**config.mk**
```make
export PLATFORM = sky130hd
export DESIGN_NAME = lfgm_seq_ctrl_flat
export DESIGN_NICKNAME = d
export VERILOG_FILES = /design/src/rtl/lfgm_seq_ctrl_if.sv /design/src/rtl/lfgm_seq_ctrl.sv /design/src/flat_wrapper.sv
export SDC_FILE = /design/constraint.sdc
export NUM_CORES = 1
export LEC_CHECK = 0
export CELL_PAD_IN_SITES_DETAIL_PLACEMENT = 2
export CELL_PAD_IN_SITES_GLOBAL_PLACEMENT = 2
export CORE_MARGIN = 5
export CORE_UTILIZATION = 30
export CTS_BUF_LIST = sky130_fd_sc_hd__clkbuf_4 sky130_fd_sc_hd__clkbuf_8
export DETAILED_ROUTE_END_ITERATION = 6
export GPL_TIMING_DRIVEN = 0
export PLACE_DENSITY = 0.86
export SETUP_SLACK_MARGIN = 0.05
export SKIP_LAST_GASP = 1
export SLEW_MARGIN = 30
export SYNTH_ARGS = -nofsm -noshare
export SYNTH_HDL_FRONTEND = slang
export SYNTH_SLANG_ARGS = --single-unit
export TNS_END_PERCENT = 5
```
**constraint.sdc**
```tcl
create_clock -name clk -period 3.7 [get_ports clk]
set_input_delay 0.555 -clock clk [delete_from_list [all_inputs] [get_ports clk]]
set_output_delay 0.555 -clock clk [all_outputs]
set_load 0.005 [all_outputs]
```
**src/rtl/lfgm_seq_ctrl_if.sv**
```systemverilog
// Handshake/bus bundle between frame/UI control, the generation sequencer,
// and the cell RAM / line generator.
interface lfgm_seq_ctrl_if #(
    parameter int unsigned ADDR_W = 6,
    parameter int unsigned GCNT_W = 16
);
    logic              start;
    logic              run;
    logic              step;
    logic              rgen_req;
    logic [4:0]        state;
    logic              rd_en;
    logic [ADDR_W-1:0] rd_addr;
    logic              rd_wall;
    logic              wr_en;
    logic [ADDR_W-1:0] wr_addr;
    logic              bank;
    logic              wcf;
    logic              rgen_en;
    logic              busy;
    logic              gen_done;
    logic [GCNT_W-1:0] gen_cnt;

    // UI / datapath side
    modport master (
        output start, run, step, rgen_req,
        input  state, rd_en, rd_addr, rd_wall, wr_en, wr_addr,
               bank, wcf, rgen_en, busy, gen_done, gen_cnt
    );

    // sequencer side
    modport slave (
        input  start, run, step, rgen_req,
        output state, rd_en, rd_addr, rd_wall, wr_en, wr_addr,
               bank, wcf, rgen_en, busy, gen_done, gen_cnt
    );
endinterface

```
**src/rtl/lfgm_seq_ctrl.sv**
```systemverilog
// Lifegame generation sequencer: walks every cell line through a fixed
// 16-cycle read/judge/write slot and swaps the RAM bank per generation.
module lfgm_seq_ctrl #(
    parameter int unsigned LINES  = 60,
    parameter int unsigned ADDR_W = 6,
    parameter int unsigned GCNT_W = 16
) (
    input  logic           clk,
    input  logic           rst,
    lfgm_seq_ctrl_if.slave bus
);

    typedef enum logic [4:0] {
        S_PRE_READ_1 = 5'd0,
        S_READ       = 5'd1,
        S_LAT_A      = 5'd2,
        S_LAT_B      = 5'd3,
        S_LAT_C      = 5'd4,
        S_SHIFTIN    = 5'd5,
        S_CHK_UL     = 5'd6,
        S_CHK_UP     = 5'd7,
        S_CHK_UR     = 5'd8,
        S_CHK_L      = 5'd9,
        S_CHK_R      = 5'd10,
        S_CHK_LL     = 5'd11,
        S_CHK_LO     = 5'd12,
        S_CHK_LR     = 5'd13,
        S_JDG        = 5'd14,
        S_DLT        = 5'd15,
        S_WRITE      = 5'd16,
        S_WAIT       = 5'd17
    } state_e;

    localparam logic [ADDR_W-1:0] LAST_LINE = ADDR_W'(LINES - 1);

    state_e            state_q, state_d;
    logic [ADDR_W-1:0] line_q, line_d;
    logic              bank_q, bank_d;
    logic [GCNT_W-1:0] gen_cnt_q, gen_cnt_d;
    logic              step_pend_q, step_pend_d;
    logic              rgen_pend_q, rgen_pend_d;
    logic              rgen_en_q, rgen_en_d;
    logic              gen_done_q, gen_done_d;
    logic              go;
    logic              last_line;

    always_ff @(posedge clk) begin
        if (rst) begin
            state_q     <= S_WAIT;
            line_q      <= '0;
            bank_q      <= 1'b0;
            gen_cnt_q   <= '0;
            step_pend_q <= 1'b0;
            rgen_pend_q <= 1'b0;
            rgen_en_q   <= 1'b0;
            gen_done_q  <= 1'b0;
        end else begin
            state_q     <= state_d;
            line_q      <= line_d;
            bank_q      <= bank_d;
            gen_cnt_q   <= gen_cnt_d;
            step_pend_q <= step_pend_d;
            rgen_pend_q <= rgen_pend_d;
            rgen_en_q   <= rgen_en_d;
            gen_done_q  <= gen_done_d;
        end
    end

    assign last_line = (line_q == LAST_LINE);
    assign go        = (state_q == S_WAIT) && bus.start && (bus.run || step_pend_q);

    always_comb begin
        state_d     = state_q;
        line_d      = line_q;
        bank_d      = bank_q;
        gen_cnt_d   = gen_cnt_q;
        rgen_en_d   = rgen_en_q;
        gen_done_d  = 1'b0;
        // Pending requests survive until consumed by the WAIT->PRE_READ_1 launch.
        step_pend_d = (step_pend_q && !go) || bus.step;
        rgen_pend_d = (rgen_pend_q && !go) || bus.rgen_req;

        unique case (state_q)
            S_WAIT: begin
                if (go) begin
                    state_d   = S_PRE_READ_1;
                    rgen_en_d = rgen_pend_q;
                end
            end
            S_PRE_READ_1: begin
                line_d  = '0;
                state_d = S_READ;
            end
            S_WRITE: begin
                if (last_line) begin
                    state_d    = S_WAIT;
                    bank_d     = ~bank_q;
                    gen_cnt_d  = gen_cnt_q + GCNT_W'(1);
                    gen_done_d = 1'b1;
                    rgen_en_d  = 1'b0;
                end else begin
                    line_d  = line_q + ADDR_W'(1);
                    state_d = S_READ;
                end
            end
            default: state_d = state_e'(state_q + 5'd1);
        endcase
    end

    // Outputs decode registered state only, so inputs never reach outputs combinationally.
    assign bus.state    = state_q;
    assign bus.rd_en    = (state_q == S_PRE_READ_1) || ((state_q == S_READ) && !last_line);
    assign bus.rd_addr  = ((state_q == S_READ) && !last_line) ? line_q + ADDR_W'(1) : '0;
    assign bus.rd_wall  = (state_q == S_READ) && last_line;
    assign bus.wr_en    = (state_q == S_WRITE);
    assign bus.wr_addr  = (state_q == S_WRITE) ? line_q : '0;
    assign bus.bank     = bank_q;
    assign bus.wcf      = (state_q >= S_SHIFTIN) && (state_q <= S_JDG);
    assign bus.rgen_en  = rgen_en_q;
    assign bus.busy     = (state_q != S_WAIT);
    assign bus.gen_done = gen_done_q;
    assign bus.gen_cnt  = gen_cnt_q;

endmodule

```
**src/flat_wrapper.sv**
```systemverilog
// flat-port wrapper written by rule: the top's interface ports become plain ports
module lfgm_seq_ctrl_flat 
#(
    parameter int unsigned LINES  = 60,
    parameter int unsigned ADDR_W = 6,
    parameter int unsigned GCNT_W = 16
)
  (clk, rst, bus_start, bus_run, bus_step, bus_rgen_req, bus_state, bus_rd_en, bus_rd_addr, bus_rd_wall, bus_wr_en, bus_wr_addr, bus_bank, bus_wcf, bus_rgen_en, bus_busy, bus_gen_done, bus_gen_cnt);
  lfgm_seq_ctrl_if #(.ADDR_W(ADDR_W), .GCNT_W(GCNT_W)) bus_i ();
  input  logic clk;
  input  logic rst;
  input wire logic [$bits(bus_i.start)-1:0] bus_start;
  input wire logic [$bits(bus_i.run)-1:0] bus_run;
  input wire logic [$bits(bus_i.step)-1:0] bus_step;
  input wire logic [$bits(bus_i.rgen_req)-1:0] bus_rgen_req;
  output wire logic [$bits(bus_i.state)-1:0] bus_state;
  output wire logic [$bits(bus_i.rd_en)-1:0] bus_rd_en;
  output wire logic [$bits(bus_i.rd_addr)-1:0] bus_rd_addr;
  output wire logic [$bits(bus_i.rd_wall)-1:0] bus_rd_wall;
  output wire logic [$bits(bus_i.wr_en)-1:0] bus_wr_en;
  output wire logic [$bits(bus_i.wr_addr)-1:0] bus_wr_addr;
  output wire logic [$bits(bus_i.bank)-1:0] bus_bank;
  output wire logic [$bits(bus_i.wcf)-1:0] bus_wcf;
  output wire logic [$bits(bus_i.rgen_en)-1:0] bus_rgen_en;
  output wire logic [$bits(bus_i.busy)-1:0] bus_busy;
  output wire logic [$bits(bus_i.gen_done)-1:0] bus_gen_done;
  output wire logic [$bits(bus_i.gen_cnt)-1:0] bus_gen_cnt;
  assign bus_i.start = bus_start;
  assign bus_i.run = bus_run;
  assign bus_i.step = bus_step;
  assign bus_i.rgen_req = bus_rgen_req;
  assign bus_state = bus_i.state;
  assign bus_rd_en = bus_i.rd_en;
  assign bus_rd_addr = bus_i.rd_addr;
  assign bus_rd_wall = bus_i.rd_wall;
  assign bus_wr_en = bus_i.wr_en;
  assign bus_wr_addr = bus_i.wr_addr;
  assign bus_bank = bus_i.bank;
  assign bus_wcf = bus_i.wcf;
  assign bus_rgen_en = bus_i.rgen_en;
  assign bus_busy = bus_i.busy;
  assign bus_gen_done = bus_i.gen_done;
  assign bus_gen_cnt = bus_i.gen_cnt;
  lfgm_seq_ctrl #(.LINES(LINES), .ADDR_W(ADDR_W), .GCNT_W(GCNT_W)) u_core (.clk(clk), .rst(rst), .bus(bus_i));
endmodule
```
After elaboration in Yosys (flattened, before gate mapping)
Index checks and enable logic that the tools add are counted.
- register bits after elaboration: 32
- latch bits: 0
- bits in writable memories: 0
- bits in read-only memories: 0
- input port bits: 6
- output and inout bits: 41
- word-level logic and storage cells: 54
- memories: 0
- add/sub/neg operators: 3
- $mul: 0
- div/mod/pow operators: 0
- $lt $le $gt $ge: 2
- equality and inequality tests: 8
- shift-type cells: 0
- mux-type cells: 11
- bitwise gates (word level): 2
- reduce and logical (&&, ||, !) cells: 20
- operators by type and width (operator ; count):
    6-bit 2-to-1 mux ; 3
    16-bit by 1-bit adder with 16-bit output, second input constant ; 1
    5-bit one-hot mux with 3 select lines ; 1
    6-bit one-hot mux with 2 select lines ; 1
    5-bit equality test, second input constant ; 2
    5-bit 2-to-1 mux ; 2
    1-bit logical AND ; 7
    6-bit by 1-bit adder with 6-bit output, second input constant ; 1
    6-bit equality test, second input constant ; 1
    5-bit by 1-bit adder with 5-bit output, second input constant ; 1
    5-bit by 1-bit equality test with 1-bit output, second input constant ; 1
    5-bit by 3-bit >= comparator with 1-bit output, second input constant ; 1
    5-bit by 4-bit less-or-equal comparator with 1-bit output, second input constant ; 1
    5-bit zero test ; 1
    5-bit inequality test, second input constant ; 1
    1-bit logical OR ; 4
    2-bit by 1-bit inequality test with 1-bit output, second input constant ; 2
    2-bit AND reduction ; 2
    2-bit nonzero test ; 2
    1-bit 2-to-1 mux ; 3
    3-bit AND reduction ; 1
    1-bit zero test ; 2
    2-bit inequality test, second input constant ; 1
    1-bit NOT ; 2
    2 further kinds ; 2

Longest topological paths before layout
- depth after elaboration: 6
- depth in mapped cells: 8
- depth with buffers taken out: 7

Worst setup path before layout
OpenSTA, ideal clock, no wires.
- path kind: register to output
- start: register u_core.line_q[0]
- end: output port bus_rd_addr[2]
- arrival: 1653 ps
- data required time: 3145 ps
- path slack: 1492 ps
- cell stages (with the launch flop): 8
- path buffers: 2
- cells stage by stage: dfxtp_1 -> ha_1 -> and4b_1 -> buf_4 -> nand2_1 -> or3b_1 -> clkbuf_1 -> nor2_1
- cells in the longest elaborated chain, start to end: 4
- elaborated cells on any way between the ends: 5
- those cells by class: 1 x add/sub; 1 x eq/ne; 1 x mux; 2 x reduce/logical
- RTL lines (item ; RTL line ; source):
    start, declared ; lfgm_seq_ctrl.sv:37 ; logic [ADDR_W-1:0] line_q, line_d;
    start signal, assigned ; lfgm_seq_ctrl.sv:59 ; line_q <= line_d;
    branches (longest 3 deep; another with 6-bit by 1-bit adder with 6-bit output) ; - ;
    6-bit 2-to-1 mux (*) ; lfgm_seq_ctrl.sv:113 ; assign bus.rd_addr = ((state_q == S_READ) && !last_line) ? line_q + ADDR_W'(1) : '0;
    end, declared ; flat_wrapper.sv:18 ; output wire logic [$bits(bus_i.rd_addr)-1:0] bus_rd_addr;
Every way passes the cells marked *.

Final worst setup path
- start: register u_core.line_q[0]
- end: output port bus_rd_addr[4]
The elaborated chain is that of the path after synthesis.

==> impl_metrics.env <==
export IMPL_status="finished clean"
export IMPL_drt_iter0_drc=84
export IMPL_coreArea_sq_um=5850
export IMPL_reg2reg_from="u_core.bus.state[1]$_SDFFE_PP0P_"
export IMPL_cts_path_max_buffers=2
export IMPL_worst_slew_margin_rel=0.576
export IMPL_start_util=0.305
export IMPL_grt_antenna_before_repair=0
export IMPL_clock_sinks=32
export IMPL_dieArea_sq_um=7590
export IMPL_end_kind="output pin"
export IMPL_hold_viol_final=0
export IMPL_clk_pin_slew_ns=0.07
export IMPL_synth_ff_type="dfxtp_1"
export IMPL_antenna_left=0
export IMPL_finalWeightedCongestion=0.735
export IMPL_r2r_setup_slack_ns=1.58
export IMPL_post_drt_via_cell_ratio=5.39
export IMPL_dr_pass1_iters=4
export IMPL_drv_cap=0
export IMPL_hold_path_class="flop to flop"
export IMPL_setup_viol=0
export IMPL_dp_cells=345
export IMPL_min_from="u_core.rgen_pend_q$_SDFF_PP0_"
export IMPL_crit_start="u_core.line_q[0]$_SDFFE_PP0P_"
export IMPL_synth_cell_types=40
export IMPL_wl_mm=5.71
export IMPL_grt_max_degree=11
export IMPL_dieWidth_um=87.1
export IMPL_crit_type="flop to output pin"
export IMPL_worstPathRequired_ns=3.14
export IMPL_syn2layout_area_growth_pct=35.6
export IMPL_synth_nets=236
export IMPL_num_fill_cells=665
export IMPL_dp_hpwl_mm=4.23
export IMPL_ioPinCount=47
export IMPL_cts_setup_buffers=0
export IMPL_crit_arrival_ns=2.70
export IMPL_cts_tree="done"
export IMPL_max_clock_freq_mhz=307
export IMPL_setup_tns_ns=0
export IMPL_period_share=0.881
export IMPL_yosysWarnings=0
export IMPL_most_common_layout_cells="clkdlybuf4s50_1, dfxtp_1, nor2_1, a21oi_1, nand2_1"
export IMPL_synthArstFlopShare=0
export IMPL_first_global_vias=1906
export IMPL_root_buffer="clkbuf_8"
export IMPL_drive_gt1_frac=0.0722
export IMPL_p_comb_frac=0.426
export IMPL_avgRoutedWirePerCell_um=16.2
export IMPL_grt_util_all_layers=0.160
export IMPL_clkPwrFrac=0.225
export IMPL_seqPwrFrac=0.349
export IMPL_port_buffers=46
export IMPL_cts_resized=0
export IMPL_rows=28
export IMPL_register_area_sq_um=641
export IMPL_rsz0062_at_grt="no"
export IMPL_htree_levels=2
export IMPL_dpl_cell_area_sq_um=2340
export IMPL_switching_share=0.376
export IMPL_drv_slew=0
export IMPL_p_leak_nw=0.837
export IMPL_globalRoute_totalOverflow=0
export IMPL_cts_buffers=5
export IMPL_start_kind="flop"
export IMPL_p_total_mw=1.19
export IMPL_clock_latency_ns=0.29
export IMPL_multi_input_area_sq_um=1040
export IMPL_powerDensity_nw_per_um2=493
export IMPL_final_area_sq_um=2420
export IMPL_ir_worst_vdd_uv=232
export IMPL_die_h_um=87.1
export IMPL_cts_hold_buf=0
export IMPL_final_common_cell="clkdlybuf4s50_1"
export IMPL_netlist_instances=224
export IMPL_diodes=0
export IMPL_yosysSeqAreaShare=0.359
export IMPL_synth_edf_count=0
export IMPL_synth_cell_area_sq_um=1790
export IMPL_p_int_mw=0.744
export IMPL_post_route_drc_count=0
export IMPL_tightest_slew_ns=0.635
export IMPL_vias=1898
export IMPL_cp_max_fo=7
export IMPL_syn_area_per_cell_sq_um=7.97
export IMPL_period_minus_slack_ns=3.26
export IMPL_grt_pass1_wl_mm=9.58
export IMPL_synth_seq_cells=32
export IMPL_fin_cells=352
export IMPL_nets=289
export IMPL_fin_skew_ns=0.00718
export IMPL_p_switching_mw=0.449
path summary, 6_finish.rpt:
check                                  end  cells past startpoint
max                         bus_rd_addr[4]                      8
min          u_core.rgen_pend_q$_SDFF_PP0_                      2
max reg2reg  u_core.line_q[3]$_SDFFE_PP0P_                      7
min reg2reg  u_core.rgen_pend_q$_SDFF_PP0_                      2
cells in the mapped netlist, drive strengths merged, types with 5 or more instances:
library cell  count  area (sq um)
clkbuf            8          30.0
o21ai            13          65.1
dfxtp            32           641
nor2             23          86.3
inv               5          18.8
or4               6          45.0
or3               9          56.3
and2              9          56.3
nand3            13          65.1
ha                6          75.1
nor3              5          25.0
o31ai             6          45.0
nand2            18          67.6
a21oi            23           115
buf               8          57.6
nand4             6          52.6
state kept, by name, summed over array words and instances (netlist names):
register	flops
u_core.bus.rgen_en	1
u_core.bus.bank	1
u_core.bus.gen_cnt	16
u_core.line_q	6
u_core.rgen_pend_q	1
u_core.bus.state	5
u_core.step_pend_q	1
u_core.bus.gen_done	1
final cells by class:
class,instances,area share
Multi-Input combinational cell,171,0.429
Sequential cell,32,0.265
Timing Repair Buffer,46,0.190
Tap cell,75,0.0388
Buffer,16,0.0362
Clock buffer,6,0.0315
Inverter,5,0.00775
Clock inverter,1,0.00207
worst max-delay path, stage by stage, from the launching register on:
cell and delay (ns):
dfxtp_1 0.38, ha_1 0.29, and4b_1 0.22, buf_4 0.17, nand2_1 0.14, or3b_1 0.36
clkbuf_1 0.19, nor2_1 0.15, clkdlybuf4s50_1 0.51
metrics by stage:
step / hold WS (ns) / util / setup slack [ns]
floorplan: 0.443 / - / 1.49
global placement: 0.459 / 0.400 / 0.800
detailed placement: 0.472 / 0.400 / 0.741
CTS: 0.488 / 0.414 / 0.401
global route: 0.530 / 0.414 / 0.268
finish: 0.480 / 0.414 / 0.442
per-layer routing:
metal | share of wire | global-route usage
met1 | 0.45 | 0.198
met2 | 0.50 | 0.277
met3 | 0.030 | 0.0274
met4 | 0.016 | 0.0586
met5 | 0 | 0
cell families (layout without fill, tap and decap cells):
group / Yosys count / after routing / share of synthesized area
flip-flops: 32 / 32 / 0.359
adder cells (fa/ha/maj): 6 / 6 / 0.0420
buffers and inverters: 21 / 74 / 0.0596
AND/OR/NAND/NOR: 104 / 104 / 0.324
AO/OA/AOI/OAI: 52 / 52 / 0.167
XOR/XNOR: 6 / 6 / 0.0294
multiplexers: 3 / 3 / 0.0182
power groups by stage:
stage               Sequential [mW]  Combinational [mW]  Clock (mW)
CTS                           0.417               0.522       0.274
global route                  0.422               0.570       0.292
detailed placement            0.424               0.517           0
finish                        0.416               0.508       0.269
global placement              0.422               0.503           0
floorplan                     0.412               0.299           0
Power figures use the tool's default switching activity.
